$ cat config.mk
export PLATFORM = sky130hd
export DESIGN_NAME = gray_to_bin_decoder
export DESIGN_NICKNAME = d
export VERILOG_FILES = /design/src/rtl/g2b_pkg.sv /design/src/rtl/g2b_sync.sv /design/src/rtl/gray_to_bin_decoder.sv
export SDC_FILE = /design/constraint.sdc
export NUM_CORES = 1
export LEC_CHECK = 0
export CAP_MARGIN = 20
export CELL_PAD_IN_SITES_DETAIL_PLACEMENT = 1
export CELL_PAD_IN_SITES_GLOBAL_PLACEMENT = 1
export CORE_ASPECT_RATIO = 0.9
export CORE_MARGIN = 2
export CORE_UTILIZATION = 52
export DETAILED_ROUTE_END_ITERATION = 16
export DONT_BUFFER_PORTS = 1
export GPL_ROUTABILITY_DRIVEN = 0
export GPL_TIMING_DRIVEN = 0
export PLACE_DENSITY = 0.92
export SLEW_MARGIN = 20
export SYNTH_ARGS = -nofsm -noshare
export SYNTH_HDL_FRONTEND = slang
export SYNTH_SLANG_ARGS = --single-unit
$ cat constraint.sdc
create_clock -name clk -period 3.5 [get_ports clk]
set_input_delay 0.175 -clock clk [delete_from_list [all_inputs] [get_ports clk]]
set_output_delay 0.175 -clock clk [all_outputs]
set_load 0.03 [all_outputs]
$ cat src/rtl/g2b_pkg.sv
// Shared definitions for the Gray-code receive path: FSM state encoding and
// Gray/binary helper functions usable by both RTL and benches.
package g2b_pkg;

    // Helpers work on a fixed maximum width; callers zero-extend and truncate.
    localparam int unsigned MAX_WIDTH = 32;

    typedef logic [MAX_WIDTH-1:0] code_t;

    typedef enum logic [1:0] {
        S_INIT  = 2'b00,
        S_TRACK = 2'b01
    } g2b_state_e;

    // Zero-extended input gives the correct result for any narrower width.
    function automatic code_t gray2bin(input code_t g);
        code_t b;
        b[MAX_WIDTH-1] = g[MAX_WIDTH-1];
        for (int i = MAX_WIDTH - 2; i >= 0; i--) begin
            b[i] = b[i+1] ^ g[i];
        end
        return b;
    endfunction

    function automatic code_t bin2gray(input code_t b);
        return b ^ (b >> 1);
    endfunction

    function automatic int unsigned popcount(input code_t v);
        int unsigned n;
        n = 0;
        for (int i = 0; i < MAX_WIDTH; i++) begin
            if (v[i]) begin
                n++;
            end
        end
        return n;
    endfunction

endpackage

$ cat src/rtl/g2b_sync.sv
// Multi-bit flip-flop synchroniser for a Gray-coded bus; only one bit changes
// per step, so per-bit synchronisation cannot produce an incoherent code.
module g2b_sync #(
    parameter int unsigned WIDTH       = 4,
    parameter int unsigned SYNC_STAGES = 2
) (
    input  logic             clk,
    input  logic             rst_n,
    input  logic [WIDTH-1:0] d,
    output logic [WIDTH-1:0] q
);

    logic [WIDTH-1:0] stage_q [SYNC_STAGES];

    always_ff @(posedge clk or negedge rst_n) begin
        if (!rst_n) begin
            for (int i = 0; i < SYNC_STAGES; i++) begin
                stage_q[i] <= '0;
            end
        end else begin
            stage_q[0] <= d;
            for (int i = 1; i < SYNC_STAGES; i++) begin
                stage_q[i] <= stage_q[i-1];
            end
        end
    end

    assign q = stage_q[SYNC_STAGES-1];

endmodule

$ cat src/rtl/gray_to_bin_decoder.sv
// Gray-code receiver: synchronises gray_in, emits one classified event per code change
// on a single-entry valid/ready buffer. Optional pos_cnt port via G2B_POS_COUNT_EN.
module gray_to_bin_decoder
    import g2b_pkg::*;
#(
    parameter int unsigned WIDTH       = 4,
    parameter int unsigned SYNC_STAGES = 2
) (
    input  logic             clk,
    input  logic             rst_n,
    input  logic [WIDTH-1:0] gray_in,
    output logic             out_valid,
    input  logic             out_ready,
    output logic [WIDTH-1:0] bin_out,
    output logic             dir_up,
    output logic             step_err,
    output logic             overrun,
    input  logic             clr_ovr
`ifdef G2B_POS_COUNT_EN
    ,
    output logic signed [15:0] pos_cnt
`endif
);

    localparam int unsigned CntW = $clog2(SYNC_STAGES + 1);

    logic [WIDTH-1:0] gs;
    logic [WIDTH-1:0] last_g_q;
    logic [CntW-1:0]  cnt_q;
    g2b_state_e       state_q;

    logic [WIDTH-1:0] bin_new;
    logic [WIDTH-1:0] bin_last;
    logic             multi_bit;
    logic             is_up;
    logic             event_new;
    logic             fire;

    g2b_sync #(
        .WIDTH       (WIDTH),
        .SYNC_STAGES (SYNC_STAGES)
    ) u_sync (
        .clk   (clk),
        .rst_n (rst_n),
        .d     (gray_in),
        .q     (gs)
    );

    // Step classifier against the last accepted code.
    always_comb begin
        bin_new   = WIDTH'(gray2bin(MAX_WIDTH'(gs)));
        bin_last  = WIDTH'(gray2bin(MAX_WIDTH'(last_g_q)));
        multi_bit = popcount(MAX_WIDTH'(gs ^ last_g_q)) > 1;
        is_up     = !multi_bit && (bin_new == bin_last + WIDTH'(1));
        event_new = (state_q == S_TRACK) && (gs != last_g_q);
        fire      = out_valid && out_ready;
    end

    // Waits until the synchroniser holds a post-reset sample, then learns the baseline.
    always_ff @(posedge clk or negedge rst_n) begin
        if (!rst_n) begin
            state_q  <= S_INIT;
            cnt_q    <= '0;
            last_g_q <= '0;
        end else begin
            unique case (state_q)
                S_INIT: begin
                    if (cnt_q == CntW'(SYNC_STAGES)) begin
                        last_g_q <= gs;
                        state_q  <= S_TRACK;
                    end else begin
                        cnt_q <= cnt_q + CntW'(1);
                    end
                end
                S_TRACK: begin
                    if (event_new) begin
                        last_g_q <= gs;
                    end
                end
                default: begin
                    state_q <= S_INIT;
                    cnt_q   <= '0;
                end
            endcase
        end
    end

    always_ff @(posedge clk or negedge rst_n) begin
        if (!rst_n) begin
            out_valid <= 1'b0;
            bin_out   <= '0;
            dir_up    <= 1'b0;
            step_err  <= 1'b0;
        end else if (event_new) begin
            out_valid <= 1'b1;
            bin_out   <= bin_new;
            dir_up    <= is_up;
            step_err  <= multi_bit;
        end else if (fire) begin
            out_valid <= 1'b0;
        end
    end

    // Overwrite of an unaccepted event takes priority over the clear.
    always_ff @(posedge clk or negedge rst_n) begin
        if (!rst_n) begin
            overrun <= 1'b0;
        end else if (event_new && out_valid && !out_ready) begin
            overrun <= 1'b1;
        end else if (clr_ovr) begin
            overrun <= 1'b0;
        end
    end

`ifdef G2B_POS_COUNT_EN
    always_ff @(posedge clk or negedge rst_n) begin
        if (!rst_n) begin
            pos_cnt <= '0;
        end else if (event_new && !multi_bit) begin
            pos_cnt <= is_up ? pos_cnt + 16'sd1 : pos_cnt - 16'sd1;
        end
    end
`endif

endmodule

==> flow_metrics.py <==
metrics = {
    "cts": {
        "cts-htree-levels": 1,
        "cts_root_buf": "clkbuf_4",
        "numCtsBuffers": 3,
        "cts.clk_slew.worst_paths_ns": 0.12,
        "numClockSinks": 23,
        "cts_tree": "yes",
        "clockBufferDepth": 2,
        "clk_latency_ns": 0.31,
    },
    "route": {
        "finalWirelength_um": 1940,
        "viasPerCell": 5.38,
        "ant_nets": 0,
        "wl_per_cell_um": 16.3,
        "drtIter0Drc": 2,
        "drc": 0,
        "drt_pass1_iterations": 4,
        "vias": 640,
    },
    "yosys": {
        "synthCells": 83,
        "synth.cell_area_um2": 1050,
        "syn_nets": 95,
        "synth.avg_cell_area_um2": 12.6,
        "dominantRegCellSynth": "dfrtp_1",
        "ys_warn_count": 0,
        "ys_ff_latch": 23,
        "synth-edff-count": 0,
        "ys_seq_area_share_pct": 54.9,
        "netlist-cell-type-count": 25,
        "synth-async-reset-ratio_pct": 100,
    },
    "setup_path": {
        "crit_path_end_kind": "flop",
        "path_common_cell": "xor2_1",
        "timing.critical_path.from": "u_sync.q[2]",
        "slowest_delay_ns": 0.54,
        "arrival_ns": 2.47,
        "crit_chain": "xor2_1 > mux2_2 > ha_1 > xor2_1 > o2bb2ai_1 > a32o_1",
        "worst-path-buf-inv": 0,
        "critPathKind": "reg -> reg",
        "cp_top_family": "XOR/XNOR gates",
        "critPathLaunchType": "flop",
        "r2r-start": "u_sync.q[2]",
        "cp.required_ns": 3.71,
        "cp.depth": 6,
        "crit_fanout": 5,
        "r2r_cells": 6,
        "cp_slowest_cell": "xor2_1",
    },
    "cells_and_area": {
        "nNetsFinal": 107,
        "antennaDiodeCount": 0,
        "syn2layout_area_growth_pct": 11.7,
        "mostFrequentLayoutCell": "dfrtp_1",
        "layout-drive-gt1-share_pct": 18.1,
        "num-fill-cells": 214,
        "final_cell_count_no_fill": 119,
        "final_cell_mix": "dfrtp_1 (23), xor2_1 (8), mux2_2 (7), nand2_1 (7), dlygate4sd3_1 (6)",
        "fin_util_pct": 61.2,
    },
    "die": {
        "die_h_um": 46.6,
        "pin_count": 16,
        "dieArea_um2": 2390,
        "die_w_um": 51.3,
        "initial_core_util_pct": 54.8,
        "core.rowCount": 15,
        "core_area_um2": 1910,
    },
    "timing": {
        "maxSlewHeadroom_pct": 58.2,
        "worst_slew_pin_slew_ns": 0.625,
        "report.final.slew_viol_count": 0,
        "hold_viol_final": 0,
        "fin_crit_ns": 2.26,
        "whs_ns": 0.0506,
        "setup_viol": 0,
        "finalSetupTns_ns": 0,
        "clock_skew_ns": 0.00628,
        "post-route-period-util_pct": 64.5,
        "timing.fmax_ghz": 0.443,
        "rsz0062_at_grt": "no",
    },
    "place": {
        "dp_hpwl_um": 1430,
        "portBuffers": 0,
        "place_inst": 108,
    },
    "run_status": {
        "status": "completed",
    },
    "global_route": {
        "grt_max_degree": 24,
        "grt_pass1_wl_um": 3180,
        "antenna_found_initial": 0,
        "grt_usage_pct": 19.4,
        "grt_pass1_vias": 704,
        "grt.overflow.total": 0,
    },
    "power_and_ir_drop": {
        "power.total_uw": 548,
        "p_leak_nw": 0.509,
        "powerDensity_nw_per_um2": 468,
        "ir_drop_uv": 326,
    },
    "min_path": {
        "hold_start": "out_ready",
        "holdCritPathClass": "in -> reg",
        "hold_depth": 2,
    },
    "flow_run": {
        "cap_violations": 0,
    },
}
## power breakdown
part	internal [mW]	switching, mW
Clock	0.0445	0.0769
Combinational	0.0469	0.0516
Sequential	0.286	0.0427
## worst reg2reg max path: cells and delay by family, from the launching register on
family          cells  cell delay [ns]
xor+xnor            2             0.70
fa+ha+maj           1             0.22
compound gates      2             0.37
flops               1             0.45
mux                 1             0.43
## final cells by class
class / instances / area, µm² / area share (%)
Buffer: 2 / 18.8 / 1.60
Clock buffer: 4 / 26.3 / 2.24
Inverter: 5 / 18.8 / 1.60
Multi-Input combinational cell: 53 / 435 / 37.2
Sequential cell: 23 / 576 / 49.1
Tap cell: 25 / 31.3 / 2.67
Timing Repair Buffer: 7 / 65.1 / 5.56
## metal layers
| layer | vias up | track usage, % | share of wire, % | routed length, µm |
|---|---|---|---|---|
| met5 | - | 0 | 0 | 0 |
| met4 | 0 | 7.89 | 0.88 | 17 |
| met3 | 4 | 3.90 | 2.5 | 49 |
| met2 | 9 | 36.6 | 55 | 1070 |
| met1 | 324 | 21.7 | 42 | 806 |
| li1 | 303 | - | - | - |
## cell usage after synthesis, types with 2 or more instances
cell     instances  area [µm²]
dfrtp_1         23         576
ha_1             4        50.1
inv_1            4        15.0
mux2_2           7        78.8
nand2_1          7        26.3
nor2_1           4        15.0
o211a_1          2        20.0
o21ai_0          4        20.0
xnor2_1          5        43.8
xor2_1           8        70.1
## registers in the layout (all words and copies together) (netlist names)
signal,flops
out_valid,1
bin_out,4
overrun,1
u_sync.stage_q,4
dir_up,1
cnt_q,2
state_q,1
u_sync.q,4
step_err,1
last_g_q,4
## stage by stage
| stage | cell area [µm²] | setup slack (ns) |
|---|---|---|
| floorplan | 1050 | 1.50 |
| global placement | 1080 | 1.36 |
| detailed placement | 1080 | 1.24 |
| CTS | 1170 | 1.21 |
| global route | 1170 | 1.12 |
| finish | 1170 | 1.24 |
## worst paths after layout
| path | endpoint | slack, ns |
|---|---|---|
| worst min-delay path | out_valid | 0.05 |
| worst max register to register | dir_up | 1.24 |
| worst min register to register | u_sync.q[0] | 0.37 |
| max in group asynchronous | cnt_q[1] | 2.81 |
| worst max-delay path | dir_up | 1.24 |
| min in group asynchronous | overrun | 0.35 |
## kinds of logic (layout without fill, tap and decap cells)
| family | count (synthesis) | in the layout | share of synthesized area, % |
|---|---|---|---|
| flip-flops | 23 | 23 | 54.9 |
| XOR/XNOR | 14 | 14 | 12.4 |
| adder cells (fa/ha/maj) | 4 | 4 | 4.77 |
| multiplexers | 7 | 7 | 7.52 |
| AO/OA/AOI/OAI | 12 | 12 | 9.67 |
| buffers and inverters | 7 | 18 | 3.58 |
| AND/OR/NAND/NOR | 16 | 16 | 7.16 |
## repair_timing
item / 4_1_cts / 5_1_grt
setup endpoints to repair: 0 / 0
hold endpoints to repair: 28 / 23
buffers inserted: 0 / 0
hold buffers: 6 / 1
resized for setup: 0 / 0
(Power assumes the default switching activity.)
